`config.mk`:
```
export PLATFORM = sky130hd
export DESIGN_NAME = wakeupspi_cmd_seq
export DESIGN_NICKNAME = d
export VERILOG_FILES = /design/src/rtl/wakeupspi_cmd_seq_pkg.sv /design/src/rtl/wakeupspi_cmd_seq_mem.sv /design/src/rtl/wakeupspi_cmd_seq.sv
export SDC_FILE = /design/constraint.sdc
export NUM_CORES = 1
export LEC_CHECK = 0
export CORE_ASPECT_RATIO = 1.5
export CORE_MARGIN = 3
export CORE_UTILIZATION = 54
export CTS_CLUSTER_DIAMETER = 200
export DETAILED_ROUTE_END_ITERATION = 8
export PLACE_DENSITY_LB_ADDON = 0.2
export SYNTH_ARGS = -nofsm -noshare
export SYNTH_HDL_FRONTEND = slang
export SYNTH_SLANG_ARGS = --single-unit
```
`constraint.sdc`:
```
create_clock -name clk_i -period 4.7 [get_ports clk_i]
set_clock_uncertainty 0.1 [all_clocks]
set_input_delay 1.41 -clock clk_i [delete_from_list [all_inputs] [get_ports clk_i]]
set_output_delay 1.41 -clock clk_i [all_outputs]
set_load 0.1 [all_outputs]
```
`src/rtl/wakeupspi_cmd_seq_pkg.sv`:
```
// Shared types and SETUP_UCA/UCS command encoders for the wakeupspi command sequencer.
package wakeupspi_cmd_seq_pkg;

   typedef enum logic [1:0] {ST_IDLE, ST_UCA, ST_UCS, ST_PLAY} state_e;

   // Opcodes must track the SPI master register-interface decoder
   localparam logic [3:0] SPI_CMD_SETUP_UCA = 4'hD;
   localparam logic [3:0] SPI_CMD_SETUP_UCS = 4'hE;

   function automatic logic [31:0] enc_uca(input logic txrxn, input logic [31:0] addr);
      return {SPI_CMD_SETUP_UCA, txrxn, 27'b0} | addr;
   endfunction

   function automatic logic [31:0] enc_ucs(input logic txrxn, input logic [1:0] ds,
                                           input logic [31:0] size);
      return {SPI_CMD_SETUP_UCS, txrxn, ds, 25'b0} | size;
   endfunction

endpackage

```
`src/rtl/wakeupspi_cmd_seq_mem.sv`:
```
// Program store: DEPTH x 32 flop array, one write port, one combinational read port.
module wakeupspi_cmd_seq_mem #(
   parameter int unsigned DEPTH = 16,
   localparam int unsigned AW   = $clog2(DEPTH)
) (
   input  logic          clk_i,
   input  logic          we_i,
   input  logic [AW-1:0] waddr_i,
   input  logic [31:0]   wdata_i,
   input  logic [AW-1:0] raddr_i,
   output logic [31:0]   rdata_o
);

   logic [31:0] mem_q [DEPTH];

   always_ff @(posedge clk_i) begin
      if (we_i) mem_q[waddr_i] <= wdata_i;
   end

   assign rdata_o = mem_q[raddr_i];

endmodule

```
`src/rtl/wakeupspi_cmd_seq.sv`:
```
// Replays a stored SPI command program over valid/ready, optionally preceded by a UCA/UCS pair.
module wakeupspi_cmd_seq
   import wakeupspi_cmd_seq_pkg::*;
#(
   parameter int unsigned DEPTH          = 16,
   parameter int unsigned L2_AWIDTH_NOAL = 12,
   parameter int unsigned TRANS_SIZE     = 16,
   localparam int unsigned AW = $clog2(DEPTH),
   localparam int unsigned LW = AW + 1
) (
   input  logic                      clk_i,
   input  logic                      rstn_i,
   input  logic                      prog_we_i,
   input  logic [31:0]               prog_data_i,
   input  logic                      prog_clr_i,
   output logic [LW-1:0]             prog_len_o,
   output logic                      prog_full_o,
   input  logic                      start_i,
   input  logic                      abort_i,
   input  logic [7:0]                repeat_i,
   input  logic                      setup_en_i,
   input  logic                      setup_txrxn_i,
   input  logic [1:0]                setup_ds_i,
   input  logic [L2_AWIDTH_NOAL-1:0] setup_addr_i,
   input  logic [TRANS_SIZE-1:0]     setup_size_i,
   output logic [31:0]               cmd_data_o,
   output logic                      cmd_valid_o,
   input  logic                      cmd_ready_i,
   output logic                      busy_o,
   output logic                      done_o
);

   state_e        state_q, state_d;
   logic [AW-1:0] idx_q, idx_d, idx_nxt, raddr;
   logic [7:0]    pass_q, pass_d, rep_q, rep_d;
   logic [31:0]   ucs_q, ucs_d, data_q, data_d, rdata;
   logic [LW-1:0] len_q, len_d;
   logic          valid_q, valid_d, done_q, done_d;
   logic          mem_we, xfer, last, full;

   assign full    = (len_q == LW'(DEPTH));
   assign xfer    = valid_q & cmd_ready_i;
   assign last    = ((LW'(idx_q) + LW'(1)) == len_q);
   assign idx_nxt = last ? '0 : idx_q + AW'(1);
   // Read ahead: the word to present after the current transfer
   assign raddr   = (state_q == ST_PLAY) ? idx_nxt : '0;

   wakeupspi_cmd_seq_mem #(.DEPTH(DEPTH)) u_mem (
      .clk_i   (clk_i),
      .we_i    (mem_we),
      .waddr_i (len_q[AW-1:0]),
      .wdata_i (prog_data_i),
      .raddr_i (raddr),
      .rdata_o (rdata)
   );

   always_comb begin
      state_d = state_q;
      idx_d   = idx_q;
      pass_d  = pass_q;
      rep_d   = rep_q;
      ucs_d   = ucs_q;
      len_d   = len_q;
      valid_d = valid_q;
      data_d  = data_q;
      done_d  = 1'b0;
      mem_we  = 1'b0;
      unique case (state_q)
         ST_IDLE: begin
            valid_d = 1'b0;
            if (prog_clr_i) begin
               len_d = '0;
            end else if (prog_we_i && !full) begin
               mem_we = 1'b1;
               len_d  = len_q + LW'(1);
            end
            if (start_i && !abort_i) begin
               rep_d  = repeat_i;
               pass_d = '0;
               idx_d  = '0;
               ucs_d  = enc_ucs(setup_txrxn_i, setup_ds_i, 32'(setup_size_i));
               if (setup_en_i) begin
                  state_d = ST_UCA;
                  valid_d = 1'b1;
                  data_d  = enc_uca(setup_txrxn_i, 32'(setup_addr_i));
               end else if (len_q != '0) begin
                  state_d = ST_PLAY;
                  valid_d = 1'b1;
                  data_d  = rdata;
               end else begin
                  done_d = 1'b1;
               end
            end
         end
         ST_UCA: begin
            if (xfer) begin
               state_d = ST_UCS;
               data_d  = ucs_q;
            end
         end
         ST_UCS: begin
            if (xfer) begin
               if (len_q != '0) begin
                  state_d = ST_PLAY;
                  idx_d   = '0;
                  data_d  = rdata;
               end else begin
                  state_d = ST_IDLE;
                  valid_d = 1'b0;
                  done_d  = 1'b1;
               end
            end
         end
         ST_PLAY: begin
            if (xfer) begin
               idx_d = idx_nxt;
               if (last) pass_d = pass_q + 8'd1;
               if (last && pass_q == rep_q) begin
                  state_d = ST_IDLE;
                  valid_d = 1'b0;
                  done_d  = 1'b1;
               end else begin
                  data_d = rdata;
               end
            end
         end
         default: state_d = ST_IDLE;
      endcase
      // Abort overrides sequencing only; programming in IDLE still proceeds
      if (abort_i) begin
         state_d = ST_IDLE;
         valid_d = 1'b0;
         done_d  = 1'b0;
      end
   end

   always_ff @(posedge clk_i or negedge rstn_i) begin
      if (!rstn_i) begin
         state_q <= ST_IDLE;
         idx_q   <= '0;
         pass_q  <= '0;
         rep_q   <= '0;
         ucs_q   <= '0;
         len_q   <= '0;
         valid_q <= 1'b0;
         data_q  <= '0;
         done_q  <= 1'b0;
      end else begin
         state_q <= state_d;
         idx_q   <= idx_d;
         pass_q  <= pass_d;
         rep_q   <= rep_d;
         ucs_q   <= ucs_d;
         len_q   <= len_d;
         valid_q <= valid_d;
         data_q  <= data_d;
         done_q  <= done_d;
      end
   end

   assign prog_len_o  = len_q;
   assign prog_full_o = full;
   assign cmd_data_o  = data_q;
   assign cmd_valid_o = valid_q;
   assign busy_o      = (state_q != ST_IDLE);
   assign done_o      = done_q;

endmodule
```
Word level (Yosys, flattened, before mapping)
Memories as Yosys holds them, arrays and structs flattened.
Index checks and enable logic that the tools add are counted.
{"block": "totals", "reg_bits": 93, "latch_bits": 0, "ram_bits": 512, "romBits": 0, "inputBits": 79, "out_inout_bits": 41, "wordCells": 109, "mem_count": 1}
{"block": "op_classes", "add_sub_neg": 4, "multipliers": 0, "div": 0, "magnitude_cmp": 0, "eq_ne": 20, "n_shift": 0, "n_mux": 53, "bitwise": 3, "n_reduce_logical": 19}
{"name": "u_mem.mem_q", "words": 16, "word_bits": 32, "read_ports": 1, "rd_clocked_by_memory_dff": 0, "write_ports": 1, "line": "wakeupspi_cmd_seq_mem.sv:14", "text": "logic [31:0] mem_q [DEPTH];"}
{"op": "two-way mux 32 bit", "n": 7}
{"op": "case mux 32 bit (4 select lines)", "n": 1}
{"op": "bitwise OR 32 x 12 -> 32 bit", "n": 1}
{"op": "bitwise OR 32 x 16 -> 32 bit", "n": 1}
{"op": "two-way mux 4 bit", "n": 6}
{"op": "two-way mux 8 bit", "n": 3}
{"op": "two-way mux 1 bit", "n": 20}
{"op": "two-way mux 2 bit", "n": 9}
{"op": "case mux 8 bit (2 select lines)", "n": 1}
{"op": "inequality test 3 bit, second input constant", "n": 5}
{"op": "AND reduction 5 bit", "n": 3}
{"op": "inequality test 2 bit, second input constant", "n": 7}
{"op": "case mux 4 bit (3 select lines)", "n": 1}
{"op": "two-way mux 5 bit", "n": 2}
{"op": "adder 8 x 1 -> 8 bit, second input constant", "n": 1}
{"op": "== test 8 bit", "n": 1}
{"op": "case mux 2 bit (4 select lines)", "n": 1}
{"op": "case mux 1 bit (3 select lines)", "n": 2}
{"op": "AND reduction 6 bit", "n": 1}
{"op": "nonzero test 2 bit", "n": 3}
{"op": "adder 4 x 1 -> 5 bit, second input constant", "n": 1}
{"op": "adder 5 x 1 -> 5 bit, second input constant", "n": 1}
{"op": "== test 5 bit", "n": 1}
{"op": "== test 5 bit, second input constant", "n": 1}
{"op": "14 further kinds", "n": 19}

Depth between registers and ports, before layout
Gate-level depths: netlist (run 1).
An unclocked memory read counts as a cell.
{"block": "depth", "word_depth": 9, "depth_mapped": 12, "mapped_depth_nobuf": 9}

Modules after synthesis
A second synthesis (run 1) with hierarchy kept.
{"block": "unflattened", "cells_unflattened": 1250, "hier_area_um2": 23256.1}
{"mod": "wakeupspi_cmd_seq_mem", "n_inst": 1, "cells_each": 806, "area_per_inst_um2": 19194.7, "seq_area_each_um2": 15374.7}
{"mod": "wakeupspi_cmd_seq", "n_inst": 1, "cells_each": 444, "area_per_inst_um2": 4061.4, "seq_area_each_um2": 2026.9}

Worst setup path after synthesis (run 1)
OpenSTA, ideal clock, no wires.
{"block": "synth_timing", "path_kind": "register to register", "from": "reg len_q[0] (netlist: prog_len_o[0])", "to": "mem u_mem.mem_q[3][0], enable pin", "setup_time_ns": 0.461, "t_arrival_ns": 5.049, "required_ns": 4.139, "slack_ns": -0.909, "path_stages_with_launch": 7, "path_buffers": 0, "synth_period_minus_slack_ns": 5.609, "cell_sequence": "dfrtp_1 inv_1 ha_1 and3_1 nor4_1 nand2_1 nor3_1"}
{"block": "synth_between", "elab_chain_cells": 8}
{"item": "start, declared", "line": "wakeupspi_cmd_seq.sv:37", "text": "logic [LW-1:0] len_q, len_d;"}
{"item": "start signal, assigned", "line": "wakeupspi_cmd_seq.sv:154", "text": "len_q <= len_d;"}
{"item": "== test 5 bit", "line": "wakeupspi_cmd_seq.sv:41", "text": "assign full = (len_q == LW'(DEPTH));"}
{"item": "named net prog_full_o", "line": "wakeupspi_cmd_seq.sv:17", "text": "output logic prog_full_o,"}
{"item": "zero test 1 bit", "line": "wakeupspi_cmd_seq.sv:73", "text": "end else if (prog_we_i && !full) begin"}
{"item": "logical AND 1 bit", "line": "wakeupspi_cmd_seq.sv:73"}
{"item": "two-way mux 1 bit", "line": "wakeupspi_cmd_seq.sv:73"}
{"item": "two-way mux 1 bit", "line": "wakeupspi_cmd_seq.sv:71", "text": "if (prog_clr_i) begin"}
{"item": "two-way mux 1 bit", "line": "wakeupspi_cmd_seq.sv:68", "text": "unique case (state_q)"}
{"item": "two-way mux 1 bit", "line": "wakeupspi_cmd_seq_mem.sv:17", "text": "if (we_i) mem_q[waddr_i] <= wdata_i;"}
{"item": "two-way mux 1 bit (not written as such)", "line": "wakeupspi_cmd_seq_mem.sv:17"}
{"item": "end, declared", "line": "wakeupspi_cmd_seq_mem.sv:14"}
The timed path passes the listed nets, and every way through them passes these cells.

Final worst setup path (run 1)
{"block": "layout_timing", "from": "reg state_q[0]", "to": "reg data_q[28] (netlist: cmd_data_o[28])"}
{"block": "layout_between", "elab_chain_cells": 7, "elab_cells_between_ends": 19, "classes_between": "eq/ne (8); mux (8); reduce/logical (2); memory (1)"}
{"item": "start, declared", "line": "wakeupspi_cmd_seq.sv:33", "text": "state_e state_q, state_d;"}
{"item": "start signal, assigned", "line": "wakeupspi_cmd_seq.sv:149", "text": "state_q <= state_d;"}
{"item": "== test 2 bit", "line": "wakeupspi_cmd_seq.sv:46, wakeupspi_cmd_seq.sv:68"}
{"item": "two-way mux 4 bit", "line": "wakeupspi_cmd_seq.sv:46", "text": "assign raddr = (state_q == ST_PLAY) ? idx_nxt : '0;"}
{"item": "memory (16 x 32 bit)"}
{"item": "two-way mux 32 bit", "line": "wakeupspi_cmd_seq.sv:86, wakeupspi_cmd_seq.sv:103"}
{"item": "two-way mux 32 bit", "line": "wakeupspi_cmd_seq.sv:82", "text": "if (setup_en_i) begin"}
{"item": "two-way mux 32 bit", "line": "wakeupspi_cmd_seq.sv:77", "text": "if (start_i && !abort_i) begin"}
{"item": "case mux 32 bit (4 select lines)", "line": "wakeupspi_cmd_seq.sv:68"}
{"item": "end signal, assigned", "line": "wakeupspi_cmd_seq.sv:156", "text": "data_q <= data_d;"}
{"item": "end, declared", "line": "wakeupspi_cmd_seq.sv:36", "text": "logic [31:0] ucs_q, ucs_d, data_q, data_d, rdata;"}
Parallel ways exist; a longest one is shown, timed or not. The select of a mux whose other input is x is not followed.
A chain may end at the register's enable or synchronous reset.

==> results of run 1 <==
metal layers:
layer	part of all wire	up-vias	wire length (µm)
li1	-	6986	-
met1	0.38	8009	24800
met2	0.50	795	32600
met3	0.078	162	5120
met4	0.046	0	2980
met5	0	-	0
final timing paths:
check                                 from             end  slack [ns]
worst min register to register   ucs_q[10]       ucs_q[10]        0.38
min in group asynchronous           rstn_i   cmd_data_o[7]        0.75
worst max register to register  state_q[0]  cmd_data_o[28]        0.58
worst min-delay path             ucs_q[10]       ucs_q[10]        0.38
max in group asynchronous           rstn_i        ucs_q[6]        2.93
worst max-delay path            state_q[0]  cmd_data_o[28]        0.58
synthesized netlist by cell type, types with 7 or more instances:
master     number  area [µm²]
o221ai_1       36         315
inv_1           8        30.0
nand2_1       341        1280
nor3_1         10        50.1
o2bb2ai_1       7        61.3
a21oi_1        37         185
o21ai_0        38         190
nand4_1         9        56.3
clkbuf_1       68         255
a211oi_1       44         330
a22oi_1        19         143
nand3_1        49         245
edfxtp_1      512       15400
o211a_1        32         320
xnor2_1        11        96.3
o31ai_1        16         120
mux2i_1       107        1070
o311ai_0       12         105
buf_2          29         145
o22ai_1        18         113
dfrtp_1        81        2030
buf_1          10        37.5
nand2b_1        8        50.1
a21boi_0        9        67.6
nor2_1         47         176
a311oi_1       36         315
a31oi_1        43         269
and3_1         12        75.1
placed cells by master (no fill, tap or decap), drive strengths merged, types with 16 or more instances in the layout:
| cell type | count |
|---|---|
| o221ai | 37 |
| edfxtp | 512 |
| a22oi | 19 |
| a311oi | 36 |
| mux2i | 107 |
| clkdlybuf4s50 | 114 |
| a211oi | 45 |
| a31oi | 43 |
| o211a | 32 |
| nand2 | 342 |
| dfrtp | 81 |
| buf | 67 |
| a21oi | 39 |
| o22ai | 18 |
| o311ai | 17 |
| clkinv | 19 |
| clkbuf | 69 |
| o21ai | 43 |
| o31ai | 16 |
| nand3 | 49 |
| nor2 | 50 |
worst max-delay path: stages, from the launching register on:
cell and delay (ns):
dfrtp_1 0.32, buf_4 0.31, and2_1 0.48, nand2b_2 0.46
a211o_1 0.79, o221ai_1 0.42, o21ai_0 0.13, a2111oi_0 0.72
o21ai_0 0.22
power breakdown:
group	total [W]	switching, W	internal (W)
Clock	0.00458	0.00193	0.00265
Combinational	0.00347	0.00252	0.000956
Sequential	0.00636	0.000271	0.00609
registers in the layout, indices dropped and copies added (netlist names), 2 cells and up:
name,cells
cmd_data_o,32
idx_q,4
pass_q,8
prog_len_o,5
rep_q,8
state_q,2
u_mem.mem_q,512
ucs_q,20
per-stage QoR:
step	utilization	std cells	TNS (ns)	total power (W)	hold WS, ns
after floorplan	-	1747	-12.70	0.00872	0.346
after global placement	0.601	2389	0	0.00985	0.360
after detailed placement	0.601	2389	0	0.00992	0.368
after CTS	0.643	2491	0	0.0145	0.383
after global routing	0.643	2491	0	0.0149	0.403
final	0.643	2492	0	0.0144	0.383
cell families after synthesis:
logic type,count (synthesis),share of synthesized area
muxes,114,0.0484
and+or+nand+nor,496,0.0847
buffers and inverters,124,0.0222
adders and majority gates,6,0.00307
AOI/OAI and AO/OA,394,0.121
xor gates and xnor gates,20,0.00835
DFF,593,0.712
area by class of cell:
class	instances	area [µm²]
sequential	593	17400
clock buffer	69	1460
multi-input combinational	1030	6730
antenna	1	2.50
timing repair buffer	181	1780
fill	3191	15800
clock inverter	33	397
tap	576	721
inverter	9	33.8
==> summary.txt, run 1 <==
Floorplanning
  – Core area: 44,300 µm²
  – Die span in y: 267 µm
  – Row count: 94
  – Ports: 120
  – DIE AREA: 47,900 µm²
  – Initial Utilization: 0.551
  – DIE WIDTH: 180 µm

Timing
  – Worst Tran Pin Value: 1.40 ns
  – RSZ-0062 raised after global routing: no
  – Period utilization: 0.876
  – Fin worst setup slack: 0.582 ns
  – Slew margin rel.: 0.0683
  – Final min period: 4.12 ns
  – F_max: 243 MHz
  – Final Max Slew Viols: 0
  – Final hold viol count: 0
  – Setup-failing EPs final: 0

GRT
  – First-pass GRT wire length: 98.6 mm
  – GR Util met3: 0.0455
  – Largest net degree at the start of global routing: 79
  – Busiest grt layer: met2
  – Tot GR Track Use: 0.270
  – Grt ovf: 0
  – Vias in the first global route: 16,100
  – Met2 Track Usage GR: 0.460
  – Number of antenna violations at the first check in global routing: 2
  – Met1 Use GR: 0.341

Placement
  – Post-place instance area: 26,700 µm²
  – GPL Wtd Cong: 0.889
  – Pre-CTS setup slack: 0.663 ns
  – Count of input and output buffers: 119
  – Post-DP HPWL: 39.0 mm

Routing
  – DRT iter0 DRCs: 1,501
  – Routed WL per cell: 26.3 µm
  – DRC viols: 0
  – Vias/cell: 6.40
  – DR vias: 16,000
  – DR pass1 iterations: 6
  – Post-route ant nets: 0
  – Final WL: 65.5 mm

Clock network
  – Postcts setup bufs: 0
  – Clk_lat worst skew: 0.60 ns
  – Post-CTS Hold Buffers: 0
  – Inserted Clock Buffers: 54
  – CTS HTree Levels: 2
  – CTS Sinks: 593
  – Max clock buf depth: 3
  – Root Driver: clkbuf_16
  – CTS tree: yes
  – CTS-repair resized insts: 0
  – Worst-path clk slew: 0.06 ns

Synth
  – Gate Count Post-Synth: 1,747
  – Yosys reg bits: 593
  – Main synth FF type: edfxtp_1
  – Number of synthesized flops with an enable pin: 512
  – Synth Net Count: 1,832
  – Sequential element share of the synthesized area: 0.712
  – Post-synthesis cell area: 24,400 µm²
  – Average size of a mapped cell: 14.0 µm²
  – Ys Warns: 0
  – Async SR Flop Fraction: 0.137
  – Synth unique cells: 78

Critical path
  – CP endpoint kind: flop
  – CP max FO: 31
  – Arrival time worst endpoint: 4.46 ns
  – Startpoint Class: flop
  – Critical Path RT: 5.04 ns
  – Reg2Reg Depth: 8
  – CP Class: flop to flop

Layout
  – Final Instance Area: 28,500 µm²
  – Layout area overhead: 16.7%
  – NumNets Final: 1,954
  – Share of layout cells above drive strength 1: 0.107

Pwr
  – Worst vdd ir: 0.000407 V
  – Leak pwr: 9.84 nW
  – PwrDens: 506 nW/µm²

Flow run
  – Max Cap Violations: 0

Min path
  – Hold Path Class: flop to flop
  – Hold path cells: 2

Status
  – Outcome: complete, no violations
No activity file was read; power rests on OpenSTA's default activity.
==> run 2: changes to the inputs <==
--- a/config.mk
+++ b/config.mk
@@ -7,7 +7,7 @@
 export LEC_CHECK = 0
 export CORE_ASPECT_RATIO = 1.5
 export CORE_MARGIN = 3
-export CORE_UTILIZATION = 54
+export CORE_UTILIZATION = 60
 export CTS_CLUSTER_DIAMETER = 200
 export DETAILED_ROUTE_END_ITERATION = 8
 export PLACE_DENSITY_LB_ADDON = 0.2
==> constraint.sdc (replaced) <==
create_clock -name clk_i -period 3.98 [get_ports clk_i]
set_clock_uncertainty 0.1 [all_clocks]
set_input_delay 1.194 -clock clk_i [delete_from_list [all_inputs] [get_ports clk_i]]
set_output_delay 1.194 -clock clk_i [all_outputs]
set_load 0.1 [all_outputs]
==> run 2 against run 1 <==
Critical path type unchanged. Wire length is 0.20% higher. Fmax is 9.6% higher. Setup slack worse by 0.36 ns. Die area is 9.7% lower. Non-clock buffer count is 38 higher. Clock-buffer cell count is 4 higher. Register-to-register slack worse by 0.36 ns.
==> summary.txt, run 2 (synthesis gave the netlist of run 1 again) <==
Floorplanning
  – DIE AREA: 43,200 µm²
  – Die span in y: 253 µm
  – Initial Utilization: 0.615
  – DIE WIDTH: 171 µm
  – Row count: 89
  – Core area: 39,800 µm²
  – Ports: 120

Critical path
  – Arrival time worst endpoint: 4.11 ns
  – Startpoint Class: flop
  – R2r setup slk: 0.22 ns
  – Crit Reg-Reg Startpoint: idx_q[0]
  – CP max FO: 17
  – Critical Path RT: 4.34 ns
  – CP endpoint kind: flop
  – Reg2reg end: cmd_data_o[21]
  – Reg2Reg Depth: 11
  – CP Class: flop to flop

Clock network
  – CTS-repair resized insts: 0
  – Inserted Clock Buffers: 52
  – Postcts setup bufs: 0
  – Worst-path clk slew: 0.06 ns
  – Max clock buf depth: 3
  – CTS Sinks: 593
  – CTS HTree Levels: 2
  – CTS tree: yes
  – Root Driver: clkbuf_16
  – Clk_lat worst skew: 0.59 ns
  – Post-CTS Hold Buffers: 0

Layout
  – NumNets Final: 1,990
  – Most flop-heavy register: u_mem.mem_q
  – Layout area overhead: 17.3%
  – Share of layout cells above drive strength 1: 0.139
  – Commonest non-fill, non-tap cell in the layout: edfxtp_1
  – Layout fillers: 2,551
  – Most frequent cells in the layout: edfxtp_1, nand2_1, mux2i_1, buf_4, clkdlybuf4s50_1
  – Largest register FFs: 512
  – Antenna cells: 0

Placement
  – GPL Wtd Cong: 0.914
  – Count of input and output buffers: 119
  – Post-DP HPWL: 42.1 mm

Timing
  – Setup-failing EPs final: 0
  – Final Max Slew Viols: 0
  – Final hold viol count: 0
  – RSZ-0062 raised after global routing: no
  – Worst Tran Pin Value: 0.974 ns
  – Slew margin rel.: 0.348
  – Final hold slack: 0.383 ns
  – F_max: 266 MHz
  – Period utilization: 0.945
  – Setup TNS: 0 ns
  – Final min period: 3.76 ns

GRT
  – Tot GR Track Use: 0.303
  – Largest net degree at the start of global routing: 80
  – Number of antenna violations at the first check in global routing: 1
  – Met2 Track Usage GR: 0.515
  – First-pass GRT wire length: 97.4 mm
  – Busiest grt layer: met2
  – GR Util met3: 0.0492
  – Grt ovf: 0
  – Met1 Use GR: 0.370
  – Vias in the first global route: 16,300

Min path
  – Hold Path Sink: ucs_q[11]
  – Hold path cells: 2
  – Hold_sp: ucs_q[11]
  – Hold Path Class: flop to flop

Routing
  – DR pass1 iterations: 5
  – DR vias: 16,200
  – Vias/cell: 6.63
  – Routed WL per cell: 26.8 µm
  – DRC viols: 0
  – Final WL: 65.6 mm
  – DRT iter0 DRCs: 1,818
  – Post-route ant nets: 0

Pwr
  – Worst vdd ir: 0.000660 V
  – Leak pwr: 10.0 nW
  – PwrDens: 573 nW/µm²
  – Total power: 0.0164 W

Status
  – Outcome: complete, no violations

Flow run
  – Max Cap Violations: 0
run 2: changes by cell type in the layout (fill, tap and decap cells not counted), sizes merged:
| cell | previous run | this run |
|---|---|---|
| inv | 14 | 11 |
| diode | 1 | 0 |
| clkdlybuf4s50 | 114 | 78 |
| clkbuf | 69 | 73 |
| buf | 67 | 141 |
| bufinv | 8 | 2 |
| clkinv | 19 | 17 |
run 2: where the power goes:
part	internal, W	switching [W]
combinational	0.00112	0.00296
sequential	0.00720	0.000312
clock	0.00267	0.00217
total	0.0110	0.00544
run 2: worst max-delay path: stages (launching register included):
cell and delay, ns:
dfrtp_1 0.36, buf_4 0.27, and3_1 0.25, xnor3_1 0.45, o21ai_1 0.26, o21ai_4 0.56
buf_4 0.24, nand2_1 0.06, a311oi_1 0.54, o21ai_0 0.25, buf_4 0.18, o311ai_0 0.08
run 2: metrics by stage:
| stage | instances | cell area, µm² | util | setup WS [ns] |
|---|---|---|---|---|
| detailed placement | 2351 | 27100 | 0.681 | 0.321 |
| CTS | 2446 | 28700 | 0.721 | 0.310 |
| finish | 2446 | 28700 | 0.721 | 0.221 |
| global route | 2446 | 28700 | 0.721 | 0.169 |
| global placement | 2351 | 27100 | 0.681 | 0.413 |
| floorplan | 1747 | 24500 | - | 0.134 |
run 2: worst max-delay path by stage:
stage	startpoint	endpoint	slack, ns	cells past startpoint
after CTS	idx_q[0]	cmd_data_o[21]	0.31	11
after detailed placement	idx_q[0]	cmd_data_o[21]	0.32	11
after global routing	idx_q[0]	cmd_data_o[21]	0.17	11
after global placement	idx_q[0]	cmd_data_o[21]	0.41	11
after floorplan	prog_len_o[0]	u_mem.mem_q[3][0]	0.13	6
final	idx_q[0]	cmd_data_o[21]	0.22	11
run 2: layer usage:
| layer | vias to the layer above | part of all wire |
|---|---|---|
| met3 | 227 | 0.085 |
| met2 | 988 | 0.50 |
| met1 | 7948 | 0.35 |
| li1 | 7063 | - |
| met5 | - | 0 |
| met4 | 0 | 0.061 |
run 2: area by class of cell:
class / count / area [µm²] / area share
tap: 500 / 626 / 0.0218
inverter: 9 / 33.8 / 0.00118
multi-input combinational: 1030 / 6730 / 0.235
sequential: 593 / 17400 / 0.607
timing repair buffer: 219 / 2260 / 0.0790
clock buffer: 73 / 1450 / 0.0506
clock inverter: 22 / 165 / 0.00576
